<file path="config.mk">
export PLATFORM = sky130hd
export DESIGN_NAME = stream_mux_arb_flat
export DESIGN_NICKNAME = d
export VERILOG_FILES = /design/src/rtl/stream_mux_arb_pkg.sv /design/src/rtl/stream_mux_arb_if.sv /design/src/rtl/stream_mux_arb_rr_arbiter.sv /design/src/rtl/stream_mux_arb.sv /design/src/flat_wrapper.sv
export SDC_FILE = /design/constraint.sdc
export NUM_CORES = 1
export LEC_CHECK = 0
export ABC_AREA = 1
export BUFFER_PORTS_ARGS = -buffer_cell sky130_fd_sc_hd__buf_4
export CAP_MARGIN = 20
export CORE_MARGIN = 2
export CORE_UTILIZATION = 50
export DETAILED_ROUTE_END_ITERATION = 6
export GPL_ROUTABILITY_DRIVEN = 0
export PLACE_DENSITY = 0.79
export SYNTH_ARGS = -nofsm -noshare
export SYNTH_HDL_FRONTEND = slang
export SYNTH_SLANG_ARGS = --single-unit
</file>
<file path="constraint.sdc">
create_clock -name clk -period 3.1 [get_ports clk]
set_input_delay 0.62 -clock clk [delete_from_list [all_inputs] [get_ports clk]]
set_output_delay 0.62 -clock clk [all_outputs]
set_load 0.03 [all_outputs]
</file>
<file path="src/rtl/stream_mux_arb_pkg.sv">
// stream_mux_pkg: shared types, reset constants and width helper for stream_mux_arb.
package stream_mux_pkg;

  typedef enum logic {
    MODE_FIXED       = 1'b0,
    MODE_ROUND_ROBIN = 1'b1
  } mode_t;

  // Active level of the synchronous reset and register values it restores.
  localparam logic RST_LEVEL  = 1'b0;
  localparam logic RST_VALID  = 1'b0;
  localparam logic RST_PARITY = 1'b0;

  // Channel index width, never narrower than one bit.
  function automatic int unsigned ch_w(input int unsigned n);
    return (n <= 2) ? 1 : $clog2(n);
  endfunction

endpackage

</file>
<file path="src/rtl/stream_mux_arb_if.sv">
// stream_mux_arb_if: producer/consumer handshake bundle for stream_mux_arb.
// out_parity exists only when STREAM_MUX_PARITY_EN is defined.
interface stream_mux_arb_if
  import stream_mux_pkg::*;
#(
  parameter int unsigned WIDTH    = 4,
  parameter int unsigned CHANNELS = 4
);
  localparam int unsigned CH_W = ch_w(CHANNELS);

  logic [CHANNELS*WIDTH-1:0] in_data;
  logic [CHANNELS-1:0]       in_valid;
  logic [CHANNELS-1:0]       in_ready;
  logic [WIDTH-1:0]          out_data;
  logic [CH_W-1:0]           out_chan;
  logic                      out_valid;
  logic                      out_ready;
`ifdef STREAM_MUX_PARITY_EN
  logic                      out_parity;
`endif

`ifdef STREAM_MUX_PARITY_EN
  // Environment side: drives producers and the consumer ready.
  modport master (output in_data, in_valid, out_ready,
                  input  in_ready, out_data, out_chan, out_valid, out_parity);
  // Mux side.
  modport slave  (input  in_data, in_valid, out_ready,
                  output in_ready, out_data, out_chan, out_valid, out_parity);
`else
  modport master (output in_data, in_valid, out_ready,
                  input  in_ready, out_data, out_chan, out_valid);
  modport slave  (input  in_data, in_valid, out_ready,
                  output in_ready, out_data, out_chan, out_valid);
`endif

endinterface

</file>
<file path="src/rtl/stream_mux_arb_rr_arbiter.sv">
// rr_arbiter: round-robin grant over CHANNELS requests, scan starting at ptr.
// ptr moves to one past the granted channel only when advance is asserted.
module rr_arbiter
  import stream_mux_pkg::*;
#(
  parameter  int unsigned CHANNELS = 4,
  localparam int unsigned CH_W     = ch_w(CHANNELS)
) (
  input  logic                clk,
  input  logic                rst,
  input  logic [CHANNELS-1:0] req,
  input  logic                advance,
  output logic [CHANNELS-1:0] grant,
  output logic [CH_W-1:0]     ptr
);

  logic [CH_W-1:0] gidx;
  logic            found;
  int unsigned     idx;

  // First requester found scanning ptr, ptr+1, ... modulo CHANNELS.
  always_comb begin
    grant = '0;
    gidx  = '0;
    found = 1'b0;
    idx   = 0;
    for (int unsigned off = 0; off < CHANNELS; off++) begin
      idx = 32'(ptr) + off;
      if (idx >= CHANNELS) idx = idx - CHANNELS;
      if (!found && req[idx]) begin
        found      = 1'b1;
        grant[idx] = 1'b1;
        gidx       = CH_W'(idx);
      end
    end
  end

  // Pointer advances past the winner on a committed round-robin transfer.
  always_ff @(posedge clk) begin
    if (rst == RST_LEVEL) begin
      ptr <= '0;
    end else if (advance && found) begin
      if (32'(gidx) == CHANNELS - 1) ptr <= '0;
      else                           ptr <= gidx + 1'b1;
    end
  end

endmodule

</file>
<file path="src/rtl/stream_mux_arb.sv">
// stream_mux_arb: N-channel valid/ready stream mux with a registered output
// stage, fixed (sel) or round-robin selection.
// Optional macro STREAM_MUX_PARITY_EN adds a registered even-parity bit.
module stream_mux_arb
  import stream_mux_pkg::*;
#(
  parameter  int unsigned WIDTH    = 4,
  parameter  int unsigned CHANNELS = 4,
  localparam int unsigned CH_W     = ch_w(CHANNELS)
) (
  input  logic            clk,
  input  logic            rst,
  input  logic            mode,
  input  logic [CH_W-1:0] sel,
  stream_mux_arb_if.slave bus
);

  mode_t                mode_q;
  logic [CHANNELS-1:0]  rr_grant;
  logic [CHANNELS-1:0]  fix_grant;
  logic [CHANNELS-1:0]  grant;
  logic [CH_W-1:0]      rr_ptr;
  logic                 can_load;
  logic                 load;
  logic [CH_W-1:0]      tidx;
  logic [WIDTH-1:0]     tdata;

  logic                 valid_q;
  logic [WIDTH-1:0]     data_q;
  logic [CH_W-1:0]      chan_q;

  assign mode_q = mode_t'(mode);

  rr_arbiter #(.CHANNELS(CHANNELS)) u_rr (
    .clk     (clk),
    .rst     (rst),
    .req     (bus.in_valid),
    .advance (load && (mode_q == MODE_ROUND_ROBIN)),
    .grant   (rr_grant),
    .ptr     (rr_ptr)
  );

  // Fixed-mode grant: only the selected channel, nothing for sel >= CHANNELS.
  always_comb begin
    fix_grant = '0;
    for (int unsigned i = 0; i < CHANNELS; i++)
      fix_grant[i] = bus.in_valid[i] && (32'(sel) == i);
  end

  // Ready and load decision; in_ready is held low throughout reset.
  always_comb begin
    grant        = (mode_q == MODE_ROUND_ROBIN) ? rr_grant : fix_grant;
    can_load     = !valid_q || bus.out_ready;
    load         = (rst != RST_LEVEL) && can_load && (|grant);
    bus.in_ready = ((rst != RST_LEVEL) && can_load) ? grant : '0;
  end

  // Steer the granted channel's index and data towards the output register.
  always_comb begin
    tidx  = '0;
    tdata = '0;
    for (int unsigned i = 0; i < CHANNELS; i++) begin
      if (grant[i]) begin
        tidx  = CH_W'(i);
        tdata = bus.in_data[i*WIDTH +: WIDTH];
      end
    end
  end

  // Output register: reload on transfer, empty on pop-only, otherwise hold.
  always_ff @(posedge clk) begin
    if (rst == RST_LEVEL) begin
      valid_q <= RST_VALID;
      data_q  <= '0;
      chan_q  <= '0;
    end else if (load) begin
      valid_q <= 1'b1;
      data_q  <= tdata;
      chan_q  <= tidx;
    end else if (bus.out_ready) begin
      valid_q <= 1'b0;
    end
  end

  assign bus.out_valid = valid_q;
  assign bus.out_data  = data_q;
  assign bus.out_chan  = chan_q;

`ifdef STREAM_MUX_PARITY_EN
  logic par_q;

  // Parity tracks the data register's load/hold/reset behaviour.
  always_ff @(posedge clk) begin
    if (rst == RST_LEVEL)  par_q <= RST_PARITY;
    else if (load)         par_q <= ^tdata;
  end

  assign bus.out_parity = par_q;
`endif

  // Round-robin pointer must always name a real channel.
  ptr_in_range: assert property (@(posedge clk) 32'(rr_ptr) < CHANNELS);

endmodule

</file>
<file path="src/flat_wrapper.sv">
// flat-port wrapper written by rule: the top's interface ports become plain ports
module stream_mux_arb_flat import stream_mux_pkg::*;
#(
  parameter  int unsigned WIDTH    = 4,
  parameter  int unsigned CHANNELS = 4,
  localparam int unsigned CH_W     = ch_w(CHANNELS)
)
  (clk, rst, mode, sel, bus_in_data, bus_in_valid, bus_out_ready, bus_in_ready, bus_out_data, bus_out_chan, bus_out_valid);
  stream_mux_arb_if #(.WIDTH(WIDTH), .CHANNELS(CHANNELS)) bus_i ();
  input  logic clk;
  input  logic rst;
  input  logic mode;
  input  logic [CH_W-1:0] sel;
  input wire logic [$bits(bus_i.in_data)-1:0] bus_in_data;
  input wire logic [$bits(bus_i.in_valid)-1:0] bus_in_valid;
  input wire logic [$bits(bus_i.out_ready)-1:0] bus_out_ready;
  output wire logic [$bits(bus_i.in_ready)-1:0] bus_in_ready;
  output wire logic [$bits(bus_i.out_data)-1:0] bus_out_data;
  output wire logic [$bits(bus_i.out_chan)-1:0] bus_out_chan;
  output wire logic [$bits(bus_i.out_valid)-1:0] bus_out_valid;
  assign bus_i.in_data = bus_in_data;
  assign bus_i.in_valid = bus_in_valid;
  assign bus_i.out_ready = bus_out_ready;
  assign bus_in_ready = bus_i.in_ready;
  assign bus_out_data = bus_i.out_data;
  assign bus_out_chan = bus_i.out_chan;
  assign bus_out_valid = bus_i.out_valid;
  stream_mux_arb #(.WIDTH(WIDTH), .CHANNELS(CHANNELS)) u_core (.clk(clk), .rst(rst), .mode(mode), .sel(sel), .bus(bus_i));
endmodule
</file>
# [After elaboration in Yosys (flattened, before gate mapping)]
# Cells that the tools add are included.
[word_totals] out_inout_bits=11 register_bits=9 in_bits=26
[classes] eq_ne=4 n_addsub=8 bitwise_logic=3 muxes=44 n_lt_le_gt_ge=12 n_reduce_logical=23
[ops] operator=">= comparator 32 x 1 -> 1 bit (second input constant)" count=4
[ops] operator="less-than comparator 32 x 3 -> 1 bit (second input constant)" count=4
[ops] operator="2-to-1 mux 32 bit" count=4
[ops] operator="2-to-1 mux 4 bit" count=10
[ops] operator="logical AND 1 bit" count=15
[ops] operator="2-to-1 mux 1 bit" count=15
[ops] operator="2-to-1 mux 2 bit" count=7
[ops] operator="bitwise OR 4 bit" count=3
[ops] operator="subtractor 3 x 3 -> 4 bit (second input constant)" count=3
[ops] operator=">= comparator 3 bit (second input constant)" count=3
[ops] operator="binary-select mux 1 bit (select 2 bit)" count=4
[ops] operator="demux 1 bit (select 2 bit)" count=4
[ops] operator="adder 2 x 2 -> 3 bit (second input constant)" count=2
[ops] operator="== test 2 bit (second input constant)" count=3
[ops] operator="logical NOT 1 bit" count=4
[ops] operator="OR reduction 4 bit" count=1
[ops] operator="subtractor 2 x 3 -> 4 bit (second input constant)" count=1
[ops] operator="adder 2 x 1 -> 3 bit (second input constant)" count=1
[ops] operator=">= comparator 2 x 3 -> 1 bit (second input constant)" count=1
[ops] operator="adder 2 x 1 -> 2 bit (second input constant)" count=1
[ops] operator="== test 2 x 1 -> 1 bit (second input constant)" count=1
[ops] operator="logical NOT 2 bit" count=1
[ops] operator="nonzero test 2 bit" count=1
[ops] operator="logical OR 1 bit" count=1

# [Logic depth before layout (Yosys ltp)]
# Gate-level depths: netlist of run 1.
[depth] word_depth=19 ltp_mapped=18

# [Modules after synthesis]
# Synthesis of run 1 repeated with hierarchy kept, for this count alone.
[unflattened] cells_unflattened=203 area_unflattened_um2=1159.9
[modules_own_cells] mod="rr_arbiter" area_per_inst_um2=605.6 n_inst=1 cells_each=98 seq_area_each_um2=40.0
[modules_own_cells] mod="stream_mux_arb" area_per_inst_um2=554.3 n_inst=1 cells_each=105 seq_area_each_um2=140.1

# [Worst setup path after synthesis of run 1]
# No wires, ideal clock.
[synth_timing] path_kind="register to output" from="reg (tool-made name)" to="out bus_in_ready[3]" arrival_ps=2270 n_path_buf=0 path_slack_ps=210 stages_incl_launch_ff=14 cell_sequence="dfxtp_1 > inv_2 > ha_1 > inv_1 > nand3_1 > nand2_2 > nand3_2 > nor2_4 > nand2_1 > nand3_1 > nand2_1 > nand2_2 > inv_2 > nor2_1"
[synth_lines] element="end, declared" line="flat_wrapper.sv:17" text="output wire logic [$bits(bus_i.in_ready)-1:0] bus_in_ready;"

# [Worst setup path in the final report of run 1]
[layout_timing] from="reg u_core.u_rr.ptr[1]" to="out bus_in_ready[3]"
[layout_between] elab_chain_len=16 word_cells_on_any_way=61
[layout_rtl] element="start, declared" line="stream_mux_arb_rr_arbiter.sv:14" text="output logic [CH_W-1:0] ptr"
[layout_rtl] element="start signal, assigned" line="stream_mux_arb_rr_arbiter.sv:44" text="else ptr <= gidx + 1'b1;"
[layout_rtl] element="parallel branches: the longest is 13 deep, another holds >= comparator 32 x 1 -> 1 bit"
[layout_rtl] element="2-to-1 mux 4 bit (*)" line="stream_mux_arb_rr_arbiter.sv:30" text="if (!found && req[idx]) begin"
[layout_rtl] element="2-to-1 mux 4 bit (*)" line="stream_mux_arb.sv:52" text="grant = (mode_q == MODE_ROUND_ROBIN) ? rr_grant : fix_grant;"
[layout_rtl] element="2-to-1 mux 4 bit (*)" line="stream_mux_arb.sv:55" text="bus.in_ready = ((rst != RST_LEVEL) && can_load) ? grant : '0;"
# Every way passes the cells marked *. The select of a mux whose other input is x is not followed.

==> results.json, run 1 <==
{
  "synth.most_common_cell": "nand2_1",
  "report.final.hold_viol_count": 0,
  "power_density_nw_per_um2": 458,
  "drt-initial-drc-count": 42,
  "gr-usage-all-layers": 0.250,
  "path_class": "register to primary output",
  "hpwl_mm": 2.50,
  "via_per_inst": 5.43,
  "core_area_um2": 2170,
  "worstSetupStartpointType": "register",
  "cts.path.max_buffers": 2,
  "wl_mm": 3.07,
  "cap_violations": 0,
  "fp.dieW_um": 51.2,
  "syn_nets": 206,
  "pin_count": 37,
  "fin_area_um2": 1480,
  "async_flop_share": 0,
  "area_growth_pct": 32.4,
  "register_area_um2": 180,
  "synth_edf_count": 0,
  "holdBufCountCts": 0,
  "die_h_um": 51.2,
  "worst_hold_slack_ns": 0.474,
  "ir_worst_vdd_uv": 429,
  "place_ws_ns": 0.404,
  "first_pass_iters": 4,
  "finalCritPeriodShare": 0.941,
  "synthFlopType": "dfxtp_1",
  "fin_skew_ns": 0.00556,
  "initial_core_util": 0.514,
  "setup_slack_ns": 0.182,
  "ant_nets": 0,
  "p_leak_nw": 0.753,
  "post_cts_buffers": 0,
  "maxSlewViolCount": 0,
  "grt_overflow": 0,
  "wl_per_cell_um": 12.6,
  "grt_start_max_net_pins": 11,
  "antennaDiodeCount": 0,
  "synth_top_area_share": 0.162,
  "ys_types": 28,
  "grt_first_pass_wirelength_mm": 5.06,
  "required_ns": 2.48,
  "yosys_warnings": 0,
  "setup_violations": 0,
  "status": "complete, no violations",
  "num-nets-final": 250,
  "startpoint": "u_core.u_rr.ptr[1]",
  "cts_sinks": 9,
  "synth_top_area_cell": "dfxtp_1",
  "reg2reg_from": "u_core.u_rr.ptr[1]",
  "cp_max_fo": 7,
  "cts.repair.resized": 0,
  "finalCriticalPeriod_ns": 2.92,
  "synth_area_leaders": "dfxtp_1, nand2_1, ha_1, inv_1, a21oi_1",
  "die_area_um2": 2620,
  "ys_ff_latch": 9,
  "hold_class": "register to register",
  "path_clk_slew_ns": 0.06,
  "cts.htree.levels": 1,
  "cts_buffers": 3,
  "hp-start": "u_core.bus.out_data[2]",
  "fmax_ghz": 0.343,
  "cts_tree": "yes",
  "fillers": 199,
  "post_dp_cell_area_um2": 1450,
  "final.setup.tns_ns": 0,
  "rows": 17,
  "drive_gt1_frac": 0.356,
  "synthTopCellsByCount": "nand2_1, inv_1, nor2_1",
  "critical_path_arrival_ns": 2.30,
  "maxSlewHeadroom": 0.559,
  "synth_cells": 173,
  "antenna_found_initial": 0,
  "endpoint_kind": "primary output",
  "drc_errors": 0,
  "synth_area_um2": 1110,
  "portBuffers": 36,
  "avgSynthCellArea_um2": 6.44,
  "clk_latency_ns": 0.26,
  "tightest_slew_ns": 0.656,
  "grt_pass1_vias": 1271,
  "via_count": 1325,
  "cts-root-buf": "clkbuf_4",
  "grt_setup_unrepaired": "false",
  "multi_input_area_um2": 852,
  "ys_seq_area_frac": 0.162
}
## final timing paths
check / end / slack, ns / depth (start not counted)
setup / recovery: bus_in_ready[3] / 0.18 / 14
hold / removal: u_core.bus.out_data[2] / 0.47 / 2
setup reg to reg: u_core.bus.out_data[1] / 0.77 / 18
hold reg to reg: u_core.bus.out_data[2] / 0.47 / 2
## cell type report
cell class | instances | area share
multi-input cells | 142 | 0.577
clock inverters | 1 | 0.00339
well taps | 28 | 0.0237
clock buffers | 3 | 0.0153
repair buffers | 40 | 0.203
inverters | 21 | 0.0551
flip-flops and latches | 9 | 0.122
## layer usage
layer  vias up  global-route usage  share of wire
met5         -                   0              0
met4         0              0.0658          0.014
met3         6              0.0409          0.064
met2        65               0.446           0.50
met1       589               0.309           0.42
li1        665                   -              -
## per-stage QoR
step	cells	total power, W	utilization
global route	244	0.000730	0.681
detailed placement	240	0.000582	0.667
floorplan	173	0.000454	-
finish	244	0.000676	0.681
CTS	244	0.000676	0.679
global placement	240	0.000570	0.667
## cell usage in the layout (no fill, tap or decap), drive strengths merged
cell	synthesis	final
nor2	19	19
o31ai	2	2
o22ai	1	1
xnor2	1	1
inv	21	21
clkinv	0	1
nand3	17	17
dfxtp	9	9
a21oi	13	13
nor3	3	3
nand2	55	55
buf	0	40
a21boi	2	2
ha	7	7
clkbuf	1	3
nand4	9	9
o211ai	2	2
or2	1	1
o21ai	10	10
## logic make-up (layout without fill, tap and decap cells)
family / count (synthesis) / count (layout) / share of synthesized area
xor+xnor: 1 / 1 / 0.00786
fa+ha+maj: 7 / 7 / 0.0786
compound gates: 30 / 30 / 0.156
flops: 9 / 9 / 0.162
buf+inv: 22 / 65 / 0.0763
simple gates: 104 / 104 / 0.520
## where the power goes
part | switching, W | internal, W
combinational | 0.000277 | 0.000158
clock | 0.0000424 | 0.0000476
sequential | 0.0000128 | 0.000139
## worst max-delay path: stages (launching register included)
cell and delay [ns]:
dfxtp_1 0.32, inv_2 0.12, ha_2 0.32, inv_1 0.12, nand3_1 0.11, nand2_2 0.13
nand3_2 0.11, nor2_4 0.14, nand2_1 0.06, nand3_1 0.08, nand2_1 0.06, nand2_2 0.13
inv_2 0.08, nor2_1 0.09, buf_4 0.16
Note: power is estimated with default switching activity, not from simulation.
==> run 2: changes to the inputs <==
--- a/config.mk
+++ b/config.mk
@@ -5,14 +5,14 @@
 export SDC_FILE = /design/constraint.sdc
 export NUM_CORES = 1
 export LEC_CHECK = 0
-export ABC_AREA = 1
+export ABC_AREA = 0
 export BUFFER_PORTS_ARGS = -buffer_cell sky130_fd_sc_hd__buf_4
 export CAP_MARGIN = 20
 export CORE_MARGIN = 2
-export CORE_UTILIZATION = 50
+export CORE_UTILIZATION = 51
 export DETAILED_ROUTE_END_ITERATION = 6
 export GPL_ROUTABILITY_DRIVEN = 0
-export PLACE_DENSITY = 0.79
+export PLACE_DENSITY = 0.8
 export SYNTH_ARGS = -nofsm -noshare
 export SYNTH_HDL_FRONTEND = slang
 export SYNTH_SLANG_ARGS = --single-unit
==> results.json, run 2 <==
{
  "status": "finished, violations left",
  "violations": "negative setup slack",
  "grt_start_max_net_pins": 21,
  "wl_mm": 3.75,
  "layout_common_cells": "buf_4, nand2_1, nor2_1, nor2b_1, a21oi_1",
  "hpwl_mm": 2.66,
  "route.top_layer_used": "met4",
  "num-nets-final": 229,
  "grt_setup_unrepaired": "true",
  "fillers": 148,
  "cts.htree.levels": 1,
  "fin_area_um2": 1680,
  "holdBufCountCts": 0,
  "cap_violations": 0,
  "cts.path.max_buffers": 2,
  "drive_gt1_frac": 0.421,
  "met3WireLength_um": 257,
  "synth_top_area_share": 0.151,
  "die_area_um2": 2740,
  "cp_max_fo": 7,
  "yosys_warnings": 0,
  "required_ns": 2.48,
  "path_cells": "clkinvlp_4 > ha_4 > or3b_4 > a2111oi_4 > or2_4 > a31oi_1 > o31a_1 > nor2_2 > buf_6",
  "dr_wl_met2_mm": 1.83,
  "cts-root-buf": "clkbuf_4",
  "dp.cells": 210,
  "cts_tree": "yes",
  "synth_edf_count": 0,
  "crit_buf_inv": 2,
  "cp_top_family": "simple AND/OR/NAND/NOR gates",
  "first_pass_iters": 5,
  "tightest_slew_ns": 0.472,
  "wl_per_cell_um": 16.8,
  "synth_cells": 148,
  "finalCriticalPeriod_ns": 3.12,
  "ys_seq_area_frac": 0.151,
  "grt_overflow": 0,
  "crit_path_max_incr_delay_ns": 0.41,
  "final_common_cell": "buf_4",
  "power_density_nw_per_um2": 503,
  "path_class": "register to primary output",
  "synthTopCellsByCount": "nor2_1, nand2_1",
  "maxSlewHeadroom": 0.685,
  "fin_cells": 223,
  "synthFlopType": "dfxtp_1",
  "ys_types": 51,
  "path_clk_slew_ns": 0.06,
  "hold_class": "register to register",
  "finalCritPeriodShare": 1.01,
  "cts_buffers": 3,
  "drc_errors": 0,
  "synth_area_leaders": "dfxtp_1, ha_1, mux4_2, nor2b_1, nor2_1",
  "ir_worst_vdd_uv": 454,
  "worstSetupStartpointType": "register",
  "clk_latency_ns": 0.27,
  "gr-usage-all-layers": 0.276,
  "synth_top_area_cell": "dfxtp_1",
  "initial_core_util": 0.538,
  "endpoint_kind": "primary output",
  "drt-initial-drc-count": 83,
  "synth_area_um2": 1190,
  "fin_skew_ns": 0.000706,
  "grt_first_pass_wirelength_mm": 5.66,
  "area_growth_pct": 41.2,
  "antenna_found_initial": 0,
  "final.setup.tns_ns": -0.0342,
  "core_area_um2": 2210,
  "post_dp_cell_area_um2": 1550,
  "grt_pass1_vias": 1242,
  "ant_nets": 0,
  "ys_ff_latch": 9,
  "wl_met1_mm": 1.61,
  "die_h_um": 52.3,
  "report.final.hold_viol_count": 0,
  "cts_sinks": 9,
  "async_flop_share": 0,
  "fp.dieW_um": 52.3,
  "rows": 17,
  "critical_path_arrival_ns": 2.50,
  "fmax_ghz": 0.320,
  "crit_slowest_cell": "or3b_4",
  "syn_nets": 181,
  "via_per_inst": 6.32,
  "via_count": 1410,
  "p_leak_nw": 0.714,
  "pin_count": 37,
  "portBuffers": 36,
  "setup_violations": 2,
  "maxSlewViolCount": 0,
  "antennaDiodeCount": 0,
  "avgSynthCellArea_um2": 8.05,
  "setup_slack_ns": -0.0208,
  "synth.most_common_cell": "nor2_1",
  "worst_hold_slack_ns": 0.498
}
[run 2: cell count changes after synthesis, sizes merged, moves of 5 or more]
cell,change
buf,+9
inv,-11
nand2,-45
nand3,-17
nand3b,+5
nand4,-7
nor2,-6
nor2b,+9
o21ai,-6
[run 2: metrics by stage]
stage | utilization | total power, W | setup slack, ns
CTS | 0.730 | 0.000804 | 0.00824
detailed placement | 0.701 | 0.000691 | 0.101
global placement | 0.701 | 0.000682 | 0.127
global route | 0.760 | 0.000901 | -0.116
finish | 0.760 | 0.000847 | -0.0208
floorplan | - | 0.000541 | 0.0159
[run 2: worst paths after layout]
check / startpoint / end / slack, ns / cells after the start
worst max-delay path: register / bus_in_ready[2] / -0.02 / 9
worst min-delay path: u_core.bus.out_data[3] / u_core.bus.out_data[3] / 0.50 / 2
worst max register to register: register / u_core.u_rr.ptr[1] / 0.07 / 12
worst min register to register: u_core.bus.out_data[3] / u_core.bus.out_data[3] / 0.50 / 2
[run 2: timing repair]
item                                    4_1_cts  5_1_grt
hold endpoints to repair                      0        0
gates resized for setup                       5        5
endpoints found under the setup margin        4        9
pin swaps                                     2        6
buffers inserted                              3        6
[run 2: cell type report]
cell class / instances / area (um^2) / share of cell area
Tap cell: 28 / 35.0 / 0.0208
Clock buffer: 3 / 22.5 / 0.0134
Timing Repair Buffer: 54 / 424 / 0.252
Inverter: 10 / 41.3 / 0.0246
Multi-Input combinational cell: 118 / 972 / 0.578
Sequential cell: 9 / 181 / 0.108
Clock inverter: 1 / 5.00 / 0.00298
[run 2: power breakdown]
group	leakage, nW	internal [W]	switching (W)
Combinational	0.621	0.000267	0.000325
Sequential	0.0749	0.000144	0.0000159
Clock	0.0177	0.0000478	0.0000469
[run 2: cell families (layout without fill, tap and decap cells)]
kind of cell | after synthesis | in the layout | share of synthesized area
and+or+nand+nor | 54 | 54 | 0.254
AOI/OAI and AO/OA | 49 | 49 | 0.339
buffers and inverters | 21 | 68 | 0.0809
DFF | 9 | 9 | 0.151
muxes | 8 | 8 | 0.101
adders and majority gates | 7 | 7 | 0.0735
[run 2: routing by layer]
layer	up-vias	track usage
met1	664	0.370
met3	13	0.0514
met4	0	0.0855
met5	-	0
met2	76	0.446
li1	657	-
[run 2: worst min-delay path, stage by stage (launching register included)]
cell and delay [ns]:
dfxtp_1 0.32, nand3b_1 0.08, o31ai_1 0.06
==> run 3: changes to the inputs <==
--- a/config.mk
+++ b/config.mk
@@ -9,10 +9,9 @@
 export BUFFER_PORTS_ARGS = -buffer_cell sky130_fd_sc_hd__buf_4
 export CAP_MARGIN = 20
 export CORE_MARGIN = 2
-export CORE_UTILIZATION = 51
+export CORE_UTILIZATION = 30
 export DETAILED_ROUTE_END_ITERATION = 6
 export GPL_ROUTABILITY_DRIVEN = 0
-export PLACE_DENSITY = 0.8
 export SYNTH_ARGS = -nofsm -noshare
 export SYNTH_HDL_FRONTEND = slang
 export SYNTH_SLANG_ARGS = --single-unit
==> constraint.sdc (replaced) <==
create_clock -name clk -period 3.1 [get_ports clk]
set_input_delay 0.465 -clock clk [delete_from_list [all_inputs] [get_ports clk]]
set_output_delay 0.465 -clock clk [all_outputs]
set_load 0.03 [all_outputs]
==> results.json, run 3 (same netlist as run 2, synthesis figures left out) <==
{
  "maxSlewViolCount": 0,
  "ir_worst_vdd_uv": 141,
  "hpwl_mm": 2.66,
  "rr_worst_depth": 10,
  "rows": 22,
  "fin_skew_ns": 0.00227,
  "p_leak_nw": 0.672,
  "fp.dieW_um": 67.0,
  "cts_buffers": 3,
  "finalCritPeriodShare": 0.955,
  "power_density_nw_per_um2": 511,
  "via_per_inst": 5.36,
  "antennaDiodeCount": 0,
  "cap_violations": 0,
  "cts-root-buf": "clkbuf_8",
  "register_area_um2": 181,
  "tightest_slew_ns": 0.355,
  "required_ns": 2.63,
  "ant_nets": 0,
  "grt_start_max_net_pins": 21,
  "hold_class": "register to register",
  "clock_power_share": 0.160,
  "final_common_cell": "buf_4",
  "cts.path.max_buffers": 2,
  "path_class": "register to primary output",
  "via_count": 1255,
  "cp_max_fo": 6,
  "setup_violations": 0,
  "grt_pass1_vias": 1189,
  "maxSlewHeadroom": 0.761,
  "fillers": 393,
  "pin_count": 37,
  "regToRegEndpoint": "u_core.bus.out_chan[1]",
  "drc_errors": 0,
  "layout_common_cells": "buf_4, nand2_1, nor2_1, nor2b_1, a21oi_1",
  "cts_sinks": 9,
  "fin_cells": 234,
  "dp.cells": 228,
  "hp-start": "u_core.bus.out_data[2]",
  "portBuffers": 36,
  "hold_depth": 2,
  "wl_mm": 3.41,
  "p_switching_w": 0.000362,
  "swShare": 0.434,
  "rrSetupSlack_ns": 0.25,
  "p_int_w": 0.000472,
  "power_frac_seq": 0.193,
  "drt-initial-drc-count": 34,
  "worstSetupStartpointType": "register",
  "finalCriticalPeriod_ns": 2.96,
  "p_total_w": 0.000834,
  "critical_path_arrival_ns": 2.50,
  "wl_per_cell_um": 14.6,
  "area_growth_pct": 37.1,
  "multi_input_area_um2": 960,
  "fmax_ghz": 0.338,
  "whs_endpoint": "u_core.bus.out_data[2]",
  "grt_overflow": 0,
  "num-nets-final": 220,
  "endpoint_kind": "primary output",
  "core_area_um2": 3740,
  "path_clk_slew_ns": 0.04,
  "grt_setup_unrepaired": "false",
  "clk_latency_ns": 0.23,
  "gr-usage-all-layers": 0.152,
  "cts.htree.levels": 1,
  "die_area_um2": 4490,
  "die_h_um": 67.0,
  "report.final.hold_viol_count": 0,
  "final.setup.tns_ns": 0,
  "grt_first_pass_wirelength_mm": 5.29,
  "drive_gt1_frac": 0.382,
  "holdBufCountCts": 0,
  "cts_tree": "yes",
  "status": "complete, no violations",
  "initial_core_util": 0.318,
  "antenna_found_initial": 0,
  "power_frac_comb": 0.647,
  "first_pass_iters": 4
}
## run 3: area by class of cell
cell class / instances / share of cell area
Multi-Input combinational cell: 118 / 0.588
Timing Repair Buffer: 45 / 0.211
Sequential cell: 9 / 0.111
Tap cell: 48 / 0.0368
Clock buffer: 4 / 0.0276
Inverter: 10 / 0.0253
## run 3: power by group through the flow
stage / Combinational [W] / Sequential (W) / Clock (W)
4_1_cts: 0.000519 / 0.000160 / 0.000139
3_3_place_gp: 0.000510 / 0.000162 / 0
2_1_floorplan: 0.000325 / 0.000208 / 0
6_report: 0.000540 / 0.000161 / 0.000133
5_1_grt: 0.000586 / 0.000164 / 0.000145
3_5_place_dp: 0.000517 / 0.000162 / 0
## run 3: critical path, stage by stage, from the launching register on
cell,delay (ns)
dfxtp_2,0.35
clkinvlp_4,0.11
ha_4,0.25
or3b_4,0.40
a2111oi_4,0.34
or2_4,0.19
a31oi_1,0.08
o31a_1,0.20
nor2_2,0.18
buf_6,0.15
## run 3: how the worst max path moves through the flow
stage	from	endpoint	cells past startpoint
after floorplan	register	u_core.bus.out_chan[1]	12
after global placement	register	u_core.bus.out_chan[1]	10
after detailed placement	register	u_core.bus.out_chan[1]	10
after CTS	register	bus_in_ready[1]	10
after global routing	register	bus_in_ready[2]	10
final	register	bus_in_ready[2]	9
## run 3: repair_timing
item,4_1_cts,5_1_grt
hold endpoints to repair,0,0
setup buffers,0,2
resized for setup,0,7
endpoints found under the setup margin,0,6
## run 3: routing by layer
metal	global-route usage	vias to the layer above	wire length, um
met5	0	-	0
met4	0.0357	0	31
met3	0.0389	4	286
met2	0.278	54	1600
met1	0.174	562	1490
li1	-	635	-
## run 3: per-stage QoR
step | setup slack (ns) | area [um^2] | utilization | hold slack, ns
global placement | 0.224 | 1540 | 0.412 | 0.487
floorplan | 0.0170 | 1220 | - | 0.612
detailed placement | 0.143 | 1540 | 0.412 | 0.488
CTS | 0.0251 | 1590 | 0.424 | 0.500
global route | 0.0279 | 1630 | 0.436 | 0.524
finish | 0.140 | 1630 | 0.436 | 0.498
